File: config.mk
export PLATFORM = sky130hd
export DESIGN_NAME = draw_arbiter
export DESIGN_NICKNAME = d
export VERILOG_FILES = /design/src/rtl/draw_arbiter_pkg.sv /design/src/rtl/draw_arbiter_rect.sv /design/src/rtl/draw_arbiter.sv
export SDC_FILE = /design/constraint.sdc
export NUM_CORES = 1
export LEC_CHECK = 0
export CORE_UTILIZATION = 30
export CTS_CLUSTER_DIAMETER = 40
export DETAILED_ROUTE_END_ITERATION = 16
export MAX_ROUTING_LAYER = met4
export SKIP_CTS_REPAIR_TIMING = 1
export SLEW_MARGIN = 40
export SYNTH_ARGS = -nofsm -noshare
export SYNTH_HDL_FRONTEND = slang
export SYNTH_SLANG_ARGS = --single-unit
File: constraint.sdc
create_clock -name clk -period 4.25 [get_ports clk]
set_clock_uncertainty 0.15 [all_clocks]
set_input_delay 0.85 -clock clk [delete_from_list [all_inputs] [get_ports clk]]
set_output_delay 0.85 -clock clk [all_outputs]
set_load 0.01 [all_outputs]
File: src/rtl/draw_arbiter_pkg.sv
// Shared constants and state encoding for the VGA write-port arbiter.
// DRAW_BORDER_EN (see draw_arbiter.sv) selects the outlined-block drawing mode.
package draw_arbiter_pkg;

  localparam int X_W = 8;
  localparam int Y_W = 7;
  localparam int C_W = 3;

  localparam logic [X_W-1:0] SCREEN_W = 8'd160;
  localparam logic [Y_W-1:0] SCREEN_H = 7'd120;
  localparam logic [X_W-1:0] BLOCK_W  = 8'd20;
  localparam logic [Y_W-1:0] BLOCK_H  = 7'd8;

  localparam logic [C_W-1:0] BG_COLOUR     = 3'b000;
  localparam logic [C_W-1:0] BORDER_COLOUR = 3'b111;

  typedef enum logic [2:0] {
    ST_IDLE   = 3'd0,
    ST_ERASE  = 3'd1,
    ST_DRAW   = 3'd2,
    ST_CLEAR  = 3'd3,
    ST_FINISH = 3'd4
  } state_e;

  function automatic logic is_work_state(input state_e s);
    return (s == ST_ERASE) || (s == ST_DRAW) || (s == ST_CLEAR);
  endfunction

endpackage

File: src/rtl/draw_arbiter_rect.sv
// rect_scanner: raster counter over a loadable w x h rectangle, x inner, y outer.
// i/j_nxt give the coordinate that will be current after the next clock edge.
module rect_scanner
  import draw_arbiter_pkg::*;
(
  input  logic           clk,
  input  logic           rst_n,
  input  logic           start,
  input  logic           advance,
  input  logic [X_W-1:0] w_in,
  input  logic [Y_W-1:0] h_in,
  output logic [X_W-1:0] i_nxt,
  output logic [Y_W-1:0] j_nxt,
  output logic           last
);

  logic [X_W-1:0] i_q, w_q, w_d;
  logic [Y_W-1:0] j_q, h_q, h_d;

  always_comb begin
    i_nxt = i_q;
    j_nxt = j_q;
    w_d   = w_q;
    h_d   = h_q;
    if (start) begin
      i_nxt = '0;
      j_nxt = '0;
      w_d   = w_in;
      h_d   = h_in;
    end else if (advance) begin
      if (i_q == w_q - 8'd1) begin
        i_nxt = '0;
        j_nxt = (j_q == h_q - 7'd1) ? '0 : j_q + 7'd1;
      end else begin
        i_nxt = i_q + 8'd1;
      end
    end
  end

  assign last = (i_q == w_q - 8'd1) && (j_q == h_q - 7'd1);

  always_ff @(posedge clk or negedge rst_n) begin
    if (!rst_n) begin
      i_q <= '0;
      j_q <= '0;
      w_q <= '0;
      h_q <= '0;
    end else begin
      i_q <= i_nxt;
      j_q <= j_nxt;
      w_q <= w_d;
      h_q <= h_d;
    end
  end

endmodule

File: src/rtl/draw_arbiter.sv
// Arbitrates gameplay draw/move and screen-clear requests onto the VGA write port.
// Define DRAW_BORDER_EN to outline drawn blocks in BORDER_COLOUR.
//
// Handshake: a requester holds req high until its one-cycle ack; the ack
// appears together with the first work-state cycle, and requests seen while
// busy are simply left pending until the arbiter is back in IDLE.
module draw_arbiter
  import draw_arbiter_pkg::*;
(
  input  logic           clk,
  input  logic           resetn,
  input  logic           game_req,
  input  logic           game_move,
  input  logic [X_W-1:0] game_x,
  input  logic [Y_W-1:0] game_y,
  input  logic [X_W-1:0] game_old_x,
  input  logic [C_W-1:0] game_colour,
  output logic           game_ack,
  input  logic           clr_req,
  output logic           clr_ack,
  output logic           busy,
  output logic           done,
  output logic           plot,
  output logic [X_W-1:0] vga_x,
  output logic [Y_W-1:0] vga_y,
  output logic [C_W-1:0] vga_colour
);

  state_e         state_q, state_d;
  logic [X_W-1:0] x_q, x_d, old_x_q, old_x_d;
  logic [Y_W-1:0] y_q, y_d;
  logic [C_W-1:0] colour_q, colour_d;
  logic           game_ack_q, game_ack_d, clr_ack_q, clr_ack_d;
  logic           busy_q, busy_d, done_q, done_d, plot_q, plot_d;
  logic [X_W-1:0] vga_x_q, vga_x_d;
  logic [Y_W-1:0] vga_y_q, vga_y_d;
  logic [C_W-1:0] vga_colour_q, vga_colour_d;

  logic           scan_start, scan_advance, scan_last;
  logic [X_W-1:0] scan_w, scan_i;
  logic [Y_W-1:0] scan_h, scan_j;
  logic [X_W-1:0] base_x;
  logic [Y_W-1:0] base_y;
  logic [X_W:0]   px;
  logic [Y_W:0]   py;

  rect_scanner u_scan (
    .clk     (clk),
    .rst_n   (resetn),
    .start   (scan_start),
    .advance (scan_advance),
    .w_in    (scan_w),
    .h_in    (scan_h),
    .i_nxt   (scan_i),
    .j_nxt   (scan_j),
    .last    (scan_last)
  );

  // Arbitration and sequencing; clear wins over a simultaneous game request.
  always_comb begin
    state_d      = state_q;
    x_d          = x_q;
    old_x_d      = old_x_q;
    y_d          = y_q;
    colour_d     = colour_q;
    game_ack_d   = 1'b0;
    clr_ack_d    = 1'b0;
    scan_start   = 1'b0;
    scan_advance = 1'b0;
    scan_w       = BLOCK_W;
    scan_h       = BLOCK_H;
    case (state_q)
      ST_IDLE: begin
        if (clr_req) begin
          state_d    = ST_CLEAR;
          clr_ack_d  = 1'b1;
          scan_start = 1'b1;
          scan_w     = SCREEN_W;
          scan_h     = SCREEN_H;
        end else if (game_req) begin
          state_d    = game_move ? ST_ERASE : ST_DRAW;
          game_ack_d = 1'b1;
          scan_start = 1'b1;
          x_d        = game_x;
          old_x_d    = game_old_x;
          y_d        = game_y;
          colour_d   = game_colour;
        end
      end
      ST_ERASE: begin
        if (scan_last) begin
          state_d    = ST_DRAW;
          scan_start = 1'b1;
        end else begin
          scan_advance = 1'b1;
        end
      end
      ST_DRAW, ST_CLEAR: begin
        if (scan_last) state_d = ST_FINISH;
        else           scan_advance = 1'b1;
      end
      ST_FINISH: state_d = ST_IDLE;
      default:   state_d = ST_IDLE;
    endcase
  end

  // Pixel stage: computed from next-cycle state so every output is a flop.
  always_comb begin
    base_x = '0;
    base_y = '0;
    case (state_d)
      ST_ERASE: begin base_x = old_x_d; base_y = y_d; end
      ST_DRAW:  begin base_x = x_d;     base_y = y_d; end
      default:  begin base_x = '0;      base_y = '0;  end
    endcase
    px = {1'b0, base_x} + {1'b0, scan_i};
    py = {1'b0, base_y} + {1'b0, scan_j};

    plot_d = is_work_state(state_d) && (px < {1'b0, SCREEN_W}) && (py < {1'b0, SCREEN_H});
    vga_x_d = px[X_W-1:0];
    vga_y_d = py[Y_W-1:0];

    vga_colour_d = BG_COLOUR;
    if (state_d == ST_DRAW) begin
`ifdef DRAW_BORDER_EN
      if ((scan_i == 8'd0) || (scan_i == BLOCK_W - 8'd1) ||
          (scan_j == 7'd0) || (scan_j == BLOCK_H - 7'd1))
        vga_colour_d = BORDER_COLOUR;
      else
        vga_colour_d = colour_d;
`else
      vga_colour_d = colour_d;
`endif
    end

    done_d = (state_d == ST_FINISH);
    busy_d = (state_d != ST_IDLE);
  end

  always_ff @(posedge clk or negedge resetn) begin
    if (!resetn) begin
      state_q      <= ST_IDLE;
      x_q          <= '0;
      old_x_q      <= '0;
      y_q          <= '0;
      colour_q     <= '0;
      game_ack_q   <= 1'b0;
      clr_ack_q    <= 1'b0;
      busy_q       <= 1'b0;
      done_q       <= 1'b0;
      plot_q       <= 1'b0;
      vga_x_q      <= '0;
      vga_y_q      <= '0;
      vga_colour_q <= '0;
    end else begin
      state_q      <= state_d;
      x_q          <= x_d;
      old_x_q      <= old_x_d;
      y_q          <= y_d;
      colour_q     <= colour_d;
      game_ack_q   <= game_ack_d;
      clr_ack_q    <= clr_ack_d;
      busy_q       <= busy_d;
      done_q       <= done_d;
      plot_q       <= plot_d;
      vga_x_q      <= vga_x_d;
      vga_y_q      <= vga_y_d;
      vga_colour_q <= vga_colour_d;
    end
  end

  assign game_ack   = game_ack_q;
  assign clr_ack    = clr_ack_q;
  assign busy       = busy_q;
  assign done       = done_q;
  assign plot       = plot_q;
  assign vga_x      = vga_x_q;
  assign vga_y      = vga_y_q;
  assign vga_colour = vga_colour_q;

endmodule

==> impl_metrics.ini, run 1 <==
[yosys]
synth_top_area_cell = dfrtp_1
syn_area_per_cell_um2 = 9.79
ys_types = 50
synth_edf_count = 0
ys_seq_area_share_pct = 46.8
synthFlopType = dfrtp_1
yosysWarnings = 0
syn_area_um2 = 3740
netlist_instances = 382
ys_async_sr_fraction_pct = 100
synth_commonest_cells = 70 x dfrtp_1, 63 x nand2_1, 37 x nor2_1
postSynthNetCount = 435
synth.top_cell.area_share_pct = 46.8
synth-seq-cells = 70
synth_most_common_cell = dfrtp_1
synth_top_cells_by_area = dfrtp_1 47%, ha_1 6.7%, nand2_1 6.3%

[sta]
min_period_ps = 4050
fmax_mhz = 247
setup_viol_count_final = 0
finalMaxSlewViolations = 0
setup_ws_ps = 203
finalCritPeriodShare_pct = 95.2
hold_viol_final = 0
tns_ps = 0
hold_ws_ps = 312
worst_slew_pin_slew_ps = 669
slew_headroom_pct = 54.9

[global_routing]
grt.total_usage_pct = 15.4
grt_max_degree = 71
grt_overflow = 0
grt_pass1_wl_um = 14700
antenna_found_initial = 0
grt_pass1_vias = 3056

[place]
place_congestion = 0.867
dp_hpwl_um = 6710
dp_slack_ps = -106
numPortBuffers = 53
place_area_um2 = 4670

[critical_path]
crit_fanout = 11
cp-end-kind = flop
regToRegStartpoint = u_scan.w_q[4]
worst-setup-path-type = in2reg
r2r_end = plot
arrival_ps = 4170
worst-r2r-setup-slack_ps = 270
r2r_cells = 16
required_ps = 4370
start_kind = input pin

[hold_path]
hold_start = colour_q[0]
whs_path_depth = 2
min_to = colour_q[0]
hp-class = reg2reg

[floorplan]
die_y_um = 114
dieArea_um2 = 12900
num_rows = 40
start_util_pct = 31.0
ios = 54
core_region_area_um2 = 12100
die_x_um = 114

[clock_network]
cts_sinks = 70
clock_latency_ps = 330
ctsHtreeMaxLevel = 3
cts_made_buffers = 9
root_buffer = clkbuf_16
cts.clk_slew.worst_paths_ps = 50
cts_tree = yes
clockBufferDepth = 2

[cells_and_area]
design_area_um2 = 5040
nets = 524
antennaDiodeCount = 0
multi_input_area_um2 = 1930
drive_gt1_share_pct = 15.3
fillers = 1179
regArea_um2 = 1750
syn_to_final_growth_pct = 34.7

[drt]
final_antenna_net_count = 0
drt_iter0_markers = 125
drc_errors = 0
wl_per_cell_um = 13.9
vias_per_cell = 4.74
firstDrtPassIters = 4
routed_wl_um = 8950
via_count = 3052

[status]
status = complete, no violations

[run]
maxCapViolations = 0

[power]
p_leak_nw = 2.35
ir_drop_v = 0.000174
power_density_nw_per_um2 = 459
-- through the flow --
stage          total power, W  utilization, %  instances
4_1_cts               0.00233            41.1        639
3_3_place_gp          0.00156            38.7        623
5_1_grt               0.00245            41.8        644
6_report              0.00231            41.8        644
2_1_floorplan         0.00127               -        382
3_5_place_dp          0.00159            38.7        623
-- worst max path at each step --
stage / startpoint / cells past startpoint / slack [ps] / to
finish: game_req / 17 / 200 / plot
global route: game_req / 18 / -20 / plot
CTS: u_scan.h_q[5] / 17 / 200 / plot
detailed placement: game_req / 18 / -110 / plot
global placement: game_req / 14 / -20 / plot
floorplan: game_req / 14 / 500 / plot
-- state kept, by name, summed over array words and instances, names as in the netlist, 2 cells and up --
register	cells
u_scan.j_q	7
vga_y	7
old_x_q	8
u_scan.i_q	8
x_q	8
y_q	7
u_scan.h_q	2
colour_q	3
vga_colour	3
vga_x	8
state_q	3
-- critical path, cell delays in order --
cell and delay [ps]:
clkdlybuf4s50_1 420, nor2b_1 170, nand2_1 60, buf_4 210, clkinvlp_4 160, buf_4 160
buf_4 130, nand2_1 60, nand2_1 60, a22o_1 250, ha_1 330, nand3_1 100
o211ai_1 170, or2_2 330, a2111o_1 430, o2111ai_1 100, and3_1 170
-- final cells by class --
class	instances	share of cell area, %
timing repair buffer	88	16.0
clock buffer	11	4.62
clock inverter	5	0.993
sequential	70	34.8
multi-input combinational	288	38.3
tap	168	4.17
inverter	14	1.12
-- placed cells by master (no fill, tap or decap), types with 2 or more instances in the layout --
master / Yosys / final
a211oi_1: 3 / 2
a21o_1: 2 / 2
a21oi_1: 13 / 12
a21oi_2: 1 / 2
a22o_1: 8 / 7
and3_1: 5 / 5
buf_4: 0 / 32
buf_6: 0 / 2
clkbuf_1: 3 / 2
clkbuf_16: 0 / 9
clkdlybuf4s50_1: 0 / 52
clkinv_2: 0 / 4
dfrtp_1: 70 / 70
fa_1: 2 / 2
ha_1: 20 / 20
inv_1: 13 / 12
mux2_2: 7 / 7
mux2i_1: 5 / 5
nand2_1: 63 / 63
nand2b_1: 4 / 4
nand3_1: 8 / 8
nand3b_1: 3 / 3
nand4_1: 5 / 5
nor2_1: 37 / 37
nor2b_1: 15 / 15
nor3_1: 7 / 7
nor3b_1: 2 / 2
nor4_1: 3 / 2
nor4b_1: 3 / 3
o2111ai_1: 2 / 2
o211ai_1: 3 / 3
o21a_1: 8 / 8
o21ai_0: 13 / 13
o31a_1: 2 / 2
or2_2: 3 / 3
or3_1: 4 / 4
xnor2_1: 16 / 16
xor2_1: 5 / 5
-- metal layers --
layer,vias up,GRT usage (%),part of all wire (%)
met1,1466,19.3,46
met2,63,24.2,49
met3,13,2.66,3.4
met5,-,-,0
li1,1510,-,-
met4,0,7.19,2.4
-- cells by family (layout without fill, tap and decap cells) --
group                    count (synthesis)  in the layout  share of synthesized area (%)
AND/OR/NAND/NOR                        168            168                           22.1
buffers and inverters                   24            118                           2.64
multiplexers                            12             12                           3.44
flip-flops                              70             70                           46.8
XOR/XNOR                                21             21                           4.92
AO/OA/AOI/OAI                           65             65                           12.3
adder cells (fa/ha/maj)                 22             22                           7.76
-- power breakdown --
part           switching (W)  internal [W]
clock               0.000275      0.000450
combinational       0.000347      0.000379
sequential         0.0000748      0.000786
No activity file was read; power rests on OpenSTA's default activity.
==> inputs of run 2 (changes only) <==
--- a/config.mk
+++ b/config.mk
@@ -5,10 +5,15 @@
 export SDC_FILE = /design/constraint.sdc
 export NUM_CORES = 1
 export LEC_CHECK = 0
+export CELL_PAD_IN_SITES_DETAIL_PLACEMENT = 1
+export CELL_PAD_IN_SITES_GLOBAL_PLACEMENT = 1
 export CORE_UTILIZATION = 30
+export CTS_BUF_LIST = sky130_fd_sc_hd__clkbuf_4 sky130_fd_sc_hd__clkbuf_8 sky130_fd_sc_hd__clkbuf_16
 export CTS_CLUSTER_DIAMETER = 40
 export DETAILED_ROUTE_END_ITERATION = 16
 export MAX_ROUTING_LAYER = met4
+export PLACE_DENSITY_LB_ADDON = 0.1
+export SETUP_SLACK_MARGIN = 0.1
 export SKIP_CTS_REPAIR_TIMING = 1
 export SLEW_MARGIN = 40
 export SYNTH_ARGS = -nofsm -noshare
==> run 2 against run 1 <==
Worst setup slack improved by 45 ps. Count of clock-buffer cells in the layout increased by 2. Non-clock buffer count decreased by 1. Critical endpoint unchanged.
==> impl_metrics.ini, run 2 (same netlist as run 1, synthesis figures left out) <==
[status]
status = complete, no violations

[place]
dp_hpwl_um = 7040
place_congestion = 0.793
numPortBuffers = 53
place_inst = 616

[cells_and_area]
final_cell_mix = 70 x dfrtp_1, 63 x nand2_1, 52 x clkdlybuf4s50_1
syn_to_final_growth_pct = 37.2
layout.cells.non_filler = 643
fillers = 1386
antennaDiodeCount = 0
final_util_pct = 42.6
final_common_cell = dfrtp_1
drive_gt1_share_pct = 16.2
nets = 523

[sta]
finalCritPeriodShare_pct = 94.2
min_period_ps = 4000
rsz0062_at_grt = true
fmax_mhz = 250
tns_ps = 0
setup_viol_count_final = 0
hold_viol_final = 0
worst_slew_pin_slew_ps = 688
hold_ws_ps = 312
slew_headroom_pct = 53.8
finalMaxSlewViolations = 0

[drt]
drt_iter0_markers = 123
routed_wl_um = 9670
via_count = 3049
vias_per_cell = 4.74
final_antenna_net_count = 0
drc_errors = 0
firstDrtPassIters = 4
wl_per_cell_um = 15.0

[critical_path]
path_depth = 13
regToRegStartpoint = u_scan.w_q[4]
arrival_ps = 4130
crit_end = plot
worst-r2r-setup-slack_ps = 260
start_kind = input pin
r2r_cells = 16
path_buf_inv = 3
cp_top_family = simple AND/OR/NAND/NOR gates
cp_slowest_cell = nor3_1
critical_path.cell_chain = clkdlybuf4s50_1 -> buf_4 -> nor3_1 -> o41ai_4 -> buf_4 -> nor2_1 -> ha_4 -> nand3_1 -> o211ai_1 -> or2_2 -> a2111o_1 -> o2111ai_1 -> and3_1
r2r_end = plot
max_stage_delay_ps = 570
cp-end-kind = flop
cp_common_cell = buf_4
crit_start = game_req
required_ps = 4380
crit_fanout = 7
worst-setup-path-type = in2reg

[clock_network]
cts_sinks = 70
root_buffer = clkbuf_16
cts_tree = yes
cts_made_buffers = 9
clock_latency_ps = 340
cts.clk_slew.worst_paths_ps = 60
ctsHtreeMaxLevel = 3
clockBufferDepth = 2

[hold_path]
hp-class = reg2reg

[global_routing]
grt_pass1_wl_um = 15900
grt.total_usage_pct = 16.7
grt_max_degree = 71
grt_pass1_vias = 3093
grt_overflow = 0
antenna_found_initial = 0

[power]
seqPwrFrac_pct = 35.2
p_sw_share_pct = 29.0
combinationalPowerShare_pct = 29.6
ir_drop_v = 0.000178
power_density_nw_per_um2 = 474
power_w = 0.00243
intPower_w = 0.00173
p_clk_share_pct = 35.2
p_switching_w = 0.000707
p_leak_nw = 2.36

[run]
maxCapViolations = 0

[floorplan]
dieArea_um2 = 12900
ios = 54
start_util_pct = 31.0
die_x_um = 114
die_y_um = 114
num_rows = 40
core_region_area_um2 = 12100
-- run 2: changes by cell type in the layout (fill, tap and decap cells not counted), sizes merged --
cell / before / now
clkbuf: 11 / 13
buf: 36 / 35
clkinvlp: 1 / 0
clkinv: 4 / 2
bufinv: 1 / 2
-- run 2: layout make-up --
class	count	area (µm²)	area share (%)
clock buffer	13	274	5.34
clock inverter	3	65.1	1.27
inverter	14	52.6	1.02
multi-input combinational	288	1970	38.3
sequential	70	1750	34.1
tap	168	210	4.09
timing repair buffer	87	815	15.9
-- run 2: per-layer routing --
metal / up-vias / track usage, % / share of wire, %
met5: - / - / 0
met1: 1503 / 23.2 / 52
met2: 40 / 23.8 / 44
met3: 9 / 2.87 / 2.3
met4: 0 / 7.11 / 1.4
li1: 1497 / - / -
-- run 2: power by group through the flow --
stage	Clock, W	Combinational [W]	Sequential, W
after floorplan	0	0.000396	0.000878
after global placement	0	0.000673	0.000867
after detailed placement	0	0.000680	0.000868
after CTS	0.000882	0.000685	0.000858
after global routing	0.000910	0.000804	0.000871
final	0.000856	0.000720	0.000857
-- run 2: worst min-delay path by stage --
stage	start	to	slack, ps	depth (start not counted)
after global placement	colour_q[0]	colour_q[0]	300	2
after detailed placement	colour_q[1]	colour_q[1]	310	2
after CTS	colour_q[1]	colour_q[1]	320	2
final	colour_q[1]	colour_q[1]	310	2
after floorplan	colour_q[0]	colour_q[0]	280	2
after global routing	y_q[0]	y_q[0]	340	2
-- run 2: per-stage QoR --
step                      worst slack, ps  instance area [µm²]
final                                 248                 5130
after floorplan                       500                 3740
after detailed placement             -114                 4620
after global placement               -105                 4620
after CTS                            40.5                 4960
after global routing                -3.53                 5130
-- run 2: tightest hold or removal path, delay by kind of cell (launching register included) --
kind,cells,cell delay [ps]
AND/OR/NAND/NOR,2,100
flip-flops,1,320
==> inputs of run 3 (changes only) <==
--- a/config.mk
+++ b/config.mk
@@ -7,6 +7,7 @@
 export LEC_CHECK = 0
 export CELL_PAD_IN_SITES_DETAIL_PLACEMENT = 1
 export CELL_PAD_IN_SITES_GLOBAL_PLACEMENT = 1
+export CORE_MARGIN = 2
 export CORE_UTILIZATION = 30
 export CTS_BUF_LIST = sky130_fd_sc_hd__clkbuf_4 sky130_fd_sc_hd__clkbuf_8 sky130_fd_sc_hd__clkbuf_16
 export CTS_CLUSTER_DIAMETER = 40
@@ -18,4 +19,5 @@
 export SLEW_MARGIN = 40
 export SYNTH_ARGS = -nofsm -noshare
 export SYNTH_HDL_FRONTEND = slang
+export SYNTH_HIERARCHICAL = 1
 export SYNTH_SLANG_ARGS = --single-unit
==> run 3 against run 2 <==
The run now ends with setup timing left. Design area grew 31%. Clock power grew 9.1%. First-iteration DRC count grew 6.5%. Worst setup slack lost 910 ps. Routed wire length grew 37%. Global-route usage grew 0.94 points. Core utilization grew 4.3 points. Cell count grew 26%.
==> impl_metrics.ini, run 3 <==
[status]
status = finished, violations left
violations = setup timing

[clock_network]
cts_tree = yes
clockBufferDepth = 2
ctsHtreeMaxLevel = 3
root_buffer = clkbuf_16
cts_made_buffers = 9
clock_latency_ps = 350
cts.clk_slew.worst_paths_ps = 70
cts_sinks = 82

[critical_path]
cp_common_cell = buf_6
cp-end-kind = flop
required_ps = 4360
r2r_cells = 18
path_buf_inv = 2
regToRegStartpoint = u_scan/h_q[0]
r2r_end = plot
crit_end = plot
cp_top_family = simple AND/OR/NAND/NOR gates
critical_path.cell_chain = or4_4 -> or3_4 -> a2111oi_4 -> nand3_2 -> nor4_4 -> nand2b_4 -> nand3b_1 -> nor3_4 -> buf_6 -> a22o_1 -> ha_4 -> buf_6 -> o21ai_2 -> nor2_2 -> or4_1 -> o311a_2 -> or2_1 -> a221oi_2
crit_fanout = 6
arrival_ps = 5020
worst-r2r-setup-slack_ps = -660
path_depth = 18
start_kind = flop
worst-setup-path-type = reg2reg
max_stage_delay_ps = 530
crit_start = u_scan/h_q[0]
cp_slowest_cell = or4_4

[power]
combinationalPowerShare_pct = 50.7
p_switching_w = 0.00146
p_clk_share_pct = 22.6
seqPwrFrac_pct = 26.7
intPower_w = 0.00267
power_density_nw_per_um2 = 613
power_w = 0.00413
ir_drop_v = 0.000195
p_leak_nw = 3.16
p_sw_share_pct = 35.4

[sta]
tns_ps = -3200
finalMaxSlewViolations = 0
setup_viol_count_final = 9
slew_headroom_pct = 53.5
min_period_ps = 4910
hold_viol_final = 0
rsz0062_at_grt = true
setup_ws_ps = -664
fmax_mhz = 204
worst_slew_pin_slew_ps = 697
finalCritPeriodShare_pct = 116

[floorplan]
ios = 54
dieArea_um2 = 15600
die_y_um = 125
die_x_um = 125
start_util_pct = 30.5
core_region_area_um2 = 14400
num_rows = 44

[yosys]
syn_area_um2 = 4380
syn_area_per_cell_um2 = 9.73
synth_commonest_cells = 82 x dfrtp_1, 80 x nand2_1, 24 x nor2_1
synthFlopType = dfrtp_1
yosysWarnings = 6
ys_seq_area_share_pct = 46.9
netlist_instances = 450
synth_top_area_cell = dfrtp_1
ys_types = 64
synth_most_common_cell = dfrtp_1
synth.top_cell.area_share_pct = 46.9
synth-seq-cells = 82
ys_async_sr_fraction_pct = 100
synth_edf_count = 0
synth_top_cells_by_area = dfrtp_1 47%, nand2_1 6.9%, ha_1 5.4%

[drt]
wl_per_cell_um = 16.3
routed_wl_um = 13200
final_antenna_net_count = 0
firstDrtPassIters = 4
via_count = 3896
vias_per_cell = 4.81
drc_errors = 0
drt_iter0_markers = 131

[place]
dp_hpwl_um = 9510
dp_slack_ps = -879
numPortBuffers = 53
place_congestion = 0.829
place_inst = 786

[cells_and_area]
layout.cells.non_filler = 810
final_cell_mix = 105 x buf_4, 82 x dfrtp_1, 79 x nand2_1
drive_gt1_share_pct = 34.3
antennaDiodeCount = 0
syn_to_final_growth_pct = 54.0
nets = 673
final_common_cell = buf_4

[hold_path]
hp-class = reg2reg
whs_path_depth = 2

[global_routing]
grt_overflow = 0
grt.total_usage_pct = 17.6
grt_pass1_vias = 4148
antenna_found_initial = 0
grt_pass1_wl_um = 21500
grt_max_degree = 83

[run]
maxCapViolations = 0
==> run 3: how the worst min path moves through the flow <==
stage	start	endpoint	slack, ps
final	colour_q[2]	colour_q[2]	320
after global routing	old_x_q[0]	old_x_q[0]	340
after CTS	colour_q[2]	colour_q[2]	330
after detailed placement	colour_q[1]	colour_q[1]	310
after global placement	colour_q[1]	colour_q[1]	300
after floorplan	colour_q[0]	colour_q[0]	280
==> run 3: metal layers <==
metal / vias up / global-route usage [%] / share of wire (%) / wire (µm)
met3: 17 / 2.15 / 2.0 / 266
met2: 48 / 29.3 / 50 / 6570
met4: 0 / 5.68 / 2.1 / 281
li1: 1909 / - / - / -
met1: 1922 / 22.4 / 46 / 6080
met5: - / - / 0 / 0
==> run 3: power groups by stage <==
stage / clock network, W / logic [W] / registers, W
detailed placement: 0 / 0.00178 / 0.00111
floorplan: 0 / 0.000870 / 0.00113
global placement: 0 / 0.00172 / 0.00110
CTS: 0.000954 / 0.00179 / 0.00110
finish: 0.000934 / 0.00209 / 0.00110
global route: 0.000987 / 0.00229 / 0.00113
==> run 3: final cells by class <==
class / count / area, µm²
inverter: 22 / 82.6
fill: 1623 / 7630
multi-input combinational: 338 / 2570
timing repair buffer: 168 / 1450
tap: 184 / 230
sequential: 82 / 2050
clock inverter: 6 / 114
clock buffer: 10 / 239
==> run 3: logic make-up (layout without fill, tap and decap cells) <==
| kind of cell | after synthesis | in the layout | share of synthesized area (%) |
|---|---|---|---|
| AND/OR/NAND/NOR | 190 | 190 | 21.3 |
| flip-flops | 82 | 82 | 46.9 |
| AO/OA/AOI/OAI | 76 | 76 | 12.7 |
| buffers and inverters | 36 | 206 | 3.26 |
| XOR/XNOR | 28 | 28 | 5.60 |
| adder cells (fa/ha/maj) | 21 | 21 | 6.34 |
| multiplexers | 15 | 15 | 3.74 |
| other | 2 | 8 | 0.172 |
==> run 3: worst reg2reg max path: stages, from the launching register on <==
cell	delay [ps]
dfrtp_1	420
or4_4	530
or3_4	350
a2111oi_4	380
nand3_2	150
nor4_4	210
nand2b_4	210
nand3b_1	150
nor3_4	290
buf_6	160
a22o_1	200
ha_4	220
buf_6	120
o21ai_2	140
nor2_2	60
or4_1	410
o311a_2	150
or2_1	270
a221oi_2	250
==> run 3: through the flow <==
stage	instance area, µm²	utilization [%]	hold slack, ps
3_3_place_gp	6020	41.9	302
4_1_cts	6370	44.4	326
5_1_grt	6740	46.9	345
3_5_place_dp	6020	41.9	308
2_1_floorplan	4510	-	284
6_report	6740	46.9	319
